<file path="config.mk">
export PLATFORM = sky130hd
export DESIGN_NAME = sync_fifo_flex
export DESIGN_NICKNAME = d
export VERILOG_FILES = /design/src/rtl/sync_fifo_flex.sv
export SDC_FILE = /design/constraint.sdc
export NUM_CORES = 1
export LEC_CHECK = 0
export CORE_MARGIN = 2
export CORE_UTILIZATION = 50
export DETAILED_ROUTE_END_ITERATION = 10
export GPL_TIMING_DRIVEN = 0
export PLACE_DENSITY = 0.69
export RECOVER_POWER = 50
export SETUP_SLACK_MARGIN = 0.3
export SLEW_MARGIN = 20
export SYNTH_ARGS = -nofsm -noshare
export SYNTH_HDL_FRONTEND = slang
export SYNTH_SLANG_ARGS = --single-unit
</file>
<file path="constraint.sdc">
create_clock -name clk -period 3.83 [get_ports clk]
set_clock_uncertainty 0.05 [all_clocks]
set_input_delay 0.5745 -clock clk [delete_from_list [all_inputs] [get_ports clk]]
set_output_delay 0.5745 -clock clk [all_outputs]
set_load 0.02 [all_outputs]
</file>
<file path="src/rtl/sync_fifo_flex.sv">
// Single-clock show-ahead FIFO with occupancy count, threshold flags and sticky error flags.
// Latency: a pushed word is visible on rdata the cycle after its push edge; all flags come from registered count.
// Backpressure: pushes are dropped when full unless a pop is accepted on the same edge; both drop and empty-pop set sticky errors.
module sync_fifo_flex #(
    parameter int DWIDTH    = 8,
    parameter int AWIDTH    = 4,
    parameter int AFULL_TH  = 12,
    parameter int AEMPTY_TH = 4
) (
    input  logic              clk,
    input  logic              rst,
    input  logic              wr,
    input  logic [DWIDTH-1:0] wdata,
    input  logic              rd,
    input  logic              flush,
    input  logic              clr_err,
    output logic [DWIDTH-1:0] rdata,
    output logic [AWIDTH:0]   count,
    output logic              full,
    output logic              empty,
    output logic              almost_full,
    output logic              almost_empty,
    output logic              overflow,
    output logic              underflow
);
    localparam int DEPTH = 1 << AWIDTH;
    localparam logic [AWIDTH:0] DEPTH_C  = (AWIDTH+1)'(DEPTH);
    localparam logic [AWIDTH:0] AFULL_C  = (AWIDTH+1)'(AFULL_TH);
    localparam logic [AWIDTH:0] AEMPTY_C = (AWIDTH+1)'(AEMPTY_TH);

    logic [DWIDTH-1:0] mem [DEPTH];
    logic [AWIDTH-1:0] wptr;
    logic [AWIDTH-1:0] rptr;
    logic              pop_ok;
    logic              push_ok;

    // A full FIFO still takes a push when the same edge frees a slot.
    assign pop_ok  = rd & ~empty;
    assign push_ok = wr & (~full | pop_ok);

    assign rdata        = mem[rptr];
    assign full         = (count == DEPTH_C);
    assign empty        = (count == '0);
    assign almost_full  = (count >= AFULL_C);
    assign almost_empty = (count <= AEMPTY_C);

    always_ff @(posedge clk) begin
        if (push_ok && !flush) begin
            mem[wptr] <= wdata;
        end
    end

    always_ff @(posedge clk or posedge rst) begin
        if (rst) begin
            wptr  <= '0;
            rptr  <= '0;
            count <= '0;
        end else if (flush) begin
            wptr  <= '0;
            rptr  <= '0;
            count <= '0;
        end else begin
            if (push_ok) begin
                wptr <= wptr + 1'b1;
            end
            if (pop_ok) begin
                rptr <= rptr + 1'b1;
            end
            case ({push_ok, pop_ok})
                2'b10:   count <= count + 1'b1;
                2'b01:   count <= count - 1'b1;
                default: count <= count;
            endcase
        end
    end

    // Set after clear so a new error in the clearing cycle is not lost.
    always_ff @(posedge clk or posedge rst) begin
        if (rst) begin
            overflow  <= 1'b0;
            underflow <= 1'b0;
        end else begin
            if (clr_err) begin
                overflow  <= 1'b0;
                underflow <= 1'b0;
            end
            if (!flush && wr && !push_ok) begin
                overflow <= 1'b1;
            end
            if (!flush && rd && !pop_ok) begin
                underflow <= 1'b1;
            end
        end
    end
endmodule
</file>
* Yosys cells after proc, flatten, opt, wreduce, memory -nomap -nowiden
Memories as Yosys holds them, arrays and structs flattened.
Cells that the tools add are included.
** Storage, ports and cells
- Register bits :: 15
- Bits in writable memories :: 128
- Input port bits :: 14
- Output and inout port bits :: 19
- Word-level logic and storage cells :: 45
- Memories :: 1
** Operators by class
- Add/subtract/negate cells :: 4
- $lt $le $gt $ge :: 2
- Equality and inequality tests :: 3
- Muxes and demuxes :: 11
- Bitwise gates (word level) :: 5
- Reduce and logical (&&, ||, !) cells :: 14
** Memory list
- mem :: depth 16, bits a word 8, rd ports 1, clocked after Yosys merged registers in 0, wr ports 1, line 31 : logic [DWIDTH-1:0] mem [DEPTH];
** Operators by type and width (number)
- $mux W4 :: 4
- $pmux W5 S2 :: 1
- $add A4 B1 Y4 const B :: 2
- $reduce_bool A2 Y1 :: 4
- $add A5 B1 Y5 const B :: 1
- $eq A5 B5 Y1 const B :: 1
- $ge A5 B4 Y1 const B :: 1
- $le A5 B3 Y1 const B :: 1
- $logic_and A1 B1 Y1 :: 5
- $logic_not A5 Y1 :: 1
- $mux W1 :: 5
- $mux W5 :: 1
- $sub A5 B1 Y5 const B :: 1
- $logic_not A1 Y1 :: 3
- $reduce_bool A3 Y1 :: 1
- $and A1 B1 Y1 :: 2
- $eq A2 B1 Y1 const B :: 1
- $eq A2 B2 Y1 const B :: 1
- $not A1 Y1 :: 2
- $or A1 B1 Y1 :: 1

* Logic depth before layout (Yosys ltp)
- Word-level depth :: 8
- Gate-level depth with buffers :: 9
- Depth with buffers taken out :: 8

* Least setup slack after synthesis
OpenSTA, ideal clock, no wires.
- Path kind :: reg-to-reg
- Start point :: register count[3]
- End point :: register count[4]
- Setup time :: 0.136 ns
- Arrival :: 2.483 ns
- Required time :: 3.644 ns
- Path slack :: 1.161 ns
- Stages on the path, launching flop included :: 10
- Path buffers :: 1
- Period minus slack after synthesis :: 2.669 ns
- Path through :: dfrtp_1 > or4_1 > buf_6 > o211ai_4 > inv_1 > ha_1 > or2_2 > o21a_1 > o2111ai_1 > a21oi_1
** On the way
- Longest elaborated chain between the ends :: 8
- Elaborated cells between the ends (all ways) :: 14
- Those cells by class :: 2 x add/sub; 3 x eq/ne; 2 x mux; 5 x bitwise; 2 x reduce/logical
** RTL lines
- start, declared :: line 18 : output logic [AWIDTH:0] count,
- start signal, assigned :: line 70 : 2'b10: count <= count + 1'b1;
- start signal, assigned :: line 71 : 2'b01: count <= count - 1'b1;
- start signal, assigned :: line 72 : default: count <= count;
- $logic_not A5 Y1 :: line 43 : assign empty = (count == '0);
- $not A1 Y1 :: line 38 : assign pop_ok = rd & ~empty;
- $and A1 B1 Y1 :: line 38
- $or A1 B1 Y1 :: line 39 : assign push_ok = wr & (~full | pop_ok);
- $and A1 B1 Y1 :: line 39
- $eq A2 B1 Y1 / $eq A2 B2 Y1 (equally long branches) :: line 69 : case ({push_ok, pop_ok})
- $pmux W5 S2 :: line 69
- $mux W5 :: line 58 : end else if (flush) begin
Parallel ways exist; a longest one is shown, timed or not.
A chain may end at the register's enable or synchronous reset.

* Worst setup path in the final report
- Start point :: register rptr[0]
- End point :: output port rdata[7]
** On the way
- Longest elaborated chain between the ends :: 1
** RTL lines
- start, declared :: line 33 : logic [AWIDTH-1:0] rptr;
- start signal, assigned :: line 67 : rptr <= rptr + 1'b1;
- $mem_v2 Z16 W8
- end, declared :: line 17 : output logic [DWIDTH-1:0] rdata,
Every way passes these cells.

==> impl_results.md <==
- Setup violations, final: 0
- Min Tclk post-route: 3.40 ns
- Largest net degree at the start of global routing: 17
- Largest cells by area after synthesis: edfxtp_1, mux4_2, dfrtp_1, nor2_1, ha_1
- Antenna Nets Post-Route: 0
- Total congestion overflow: 0
- Synthesized cell area: 5930 sq um
- Total wire length: 11,800 microns
- Max IR drop VDD: 0.446 mV
- Crit-path max FO: 10
- Ys async rst share: 10.5%
- Clock root buffer: clkbuf_16
- Initial antenna violation count: 0
- Htree depth: 4
- Crit share post-route: 88.8%
- Worst-Skew Late Latency: 0.41 ns
- Multi-input logic area: 1570 sq um
- Avg Cell Area, Syn: 19.4 sq um
- Commonest non-fill, non-tap cell in the layout: edfxtp_1
- Antenna cells: 0
- CP Launch Type: register
- Fill cells: 853
- Layout cells sized above 1: 22.5%
- Top FF cell, synth: edfxtp_1
- FP Rows: 39
- CTS tree: yes
- Post-CTS setup buffer count: 0
- Most frequent cells in the layout: edfxtp_1, mux4_2, nor2_1
- Failing checks: DRC
- Routability congestion estimate: 0.802
- Crit path DAT: 2.78 ns
- Pins Over Slew Limit: 0
- Leakage power: 0.00235 uW
- Top-area cell type share of the netlist area: 64.9%
- Avg WL per Cell: 23.1 microns
- CTS hold repair buffers: 0
- CTS Buffer Depth: 2
- Synth Instances: 306
- Vias in the first global route: 3,141
- Starting Density: 51.5%
- Dpl ws: 0.402 ns
- Fmax: 294 MHz
- Final WS setup: 0.430 ns
- Die Wd: 113 microns
- CP Capture Type: primary output
- GRT Total Usage: 19.7%
- Vias per inst: 5.87
- Total of max-cap violations: 0
- Synth area leader: edfxtp_1
- PD cells: 625 nW/um^2
- Sequential cell area: 4220 sq um
- Worst-path clk slew: 0.05 ns
- First-pass GRT wire length: 18,100 microns
- Worst Setup Path Type: register to primary output
- Post-synth EDFFs: 128
- RSZ-0062 raised after global routing: false
- DPL Wire Length: 7540 microns
- DR pass1 iterations: 8
- Worst min path class: register to register
- Post-synthesis register bit count: 143
- Slew @ Worst Pin: 1.30 ns
- Clk sinks: 143
- Yosys warns: 0
- Vias: 3,003
- Area grow syn2layout: 17.9%
- Fin util: 60.7%
- Core area: 11,500 sq um
- IO Pins: 33
- Register area share after synthesis: 71.2%
- Nets: 379
- Post-synth net total: 329
- Die ar.: 12,700 sq um
- Final hold viol count: 0
- CTS Buf Count: 17
- Die Ht: 113 microns
- TNS Setup: 0 ns
- Detailed Route Iter0 Violations: 237
- Slew HR: 12.4%
- Status: finished, violations left
- Drt drc: 1
- IO buf count: 31
- Synth unique cells: 43
- CP required: 3.21 ns
-- per-layer routing --
metal	wire length (microns)	vias up	share of wire (%)	GRT usage (%)
met1	5090	1558	43	26.6
met2	6030	99	51	32.9
met5	0	-	0	0
met4	70	0	0.59	5.12
met3	618	8	5.2	4.82
li1	-	1338	-	-
-- critical path, cell delays in order (launching register included) --
cell and delay (ns):
dfrtp_1 0.35, clkbuf_4 0.23, buf_6 0.22, mux4_2 0.54, mux4_2 0.47, clkdlybuf4s50_1 0.55
-- state kept, by name, indices dropped and copies added, names as in the netlist --
signal / count
count: 5
mem: 128
overflow: 1
rptr: 4
underflow: 1
wptr: 4
-- report_power, final --
group          internal [uW]  leakage [uW]  switching (uW)
Clock                    973      0.000281             582
Sequential              1750       0.00136            54.6
Combinational            485      0.000710             517
Total                   3210       0.00235            1150
-- kinds of logic (layout without fill, tap and decap cells) --
kind of cell	Yosys count	count (layout)	share of synthesized area, %
AO/OA/AOI/OAI	24	24	3.59
XOR/XNOR	5	5	0.739
adder cells (fa/ha/maj)	9	9	2.03
buffers and inverters	25	88	1.96
flip-flops	143	143	71.2
multiplexers	44	44	16.0
AND/OR/NAND/NOR	56	56	4.50
-- cell type report --
class / count / share of cell area [%]
buffer: 15 / 1.27
multi-input combinational: 138 / 22.5
sequential: 143 / 60.4
clock inverter: 4 / 0.322
timing repair buffer: 31 / 4.55
clock buffer: 28 / 7.86
inverter: 10 / 0.537
tap: 143 / 2.56
-- stage by stage --
| step | total power, uW | hold slack [ns] | instance area, sq um | cells |
|---|---|---|---|---|
| after floorplan | 2530 | 0.426 | 5930 | 306 |
| after global placement | 2860 | 0.431 | 6410 | 480 |
| after detailed placement | 2870 | 0.444 | 6410 | 480 |
| after CTS | 4430 | 0.468 | 7000 | 512 |
| after global routing | 4540 | 0.474 | 6990 | 512 |
| final | 4360 | 0.454 | 6990 | 512 |
-- synthesized netlist by cell type (3+ instances only) --
library cell,instances
buf_2,3
buf_4,3
clkbuf_1,7
dfrtp_1,15
edfxtp_1,128
ha_1,8
inv_1,10
mux4_2,40
nand2_1,8
nand2b_1,3
nand3_1,3
nor2_1,27
nor2b_1,5
o41ai_1,5
xor2_1,3
-- final timing paths --
kind | start | to | slack (ns) | cells past startpoint
worst max register to register | count[3] | mem[3][2] | 0.49 | 4
min in group asynchronous | rst | wptr[1] | 0.61 | 2
worst min-delay path | underflow | underflow | 0.45 | 2
worst min register to register | underflow | underflow | 0.45 | 2
max in group asynchronous | rst | count[3] | 2.74 | 2
worst max-delay path | rptr[0] | rdata[7] | 0.43 | 5
-- timing repair --
action / in CTS / in global routing
endpoints found under the hold margin: 0 / 0
pin swaps: 0 / 0
gates resized for setup: 6 / 4
endpoints found under the setup margin: 8 / 8
Power figures use the tool's default switching activity.
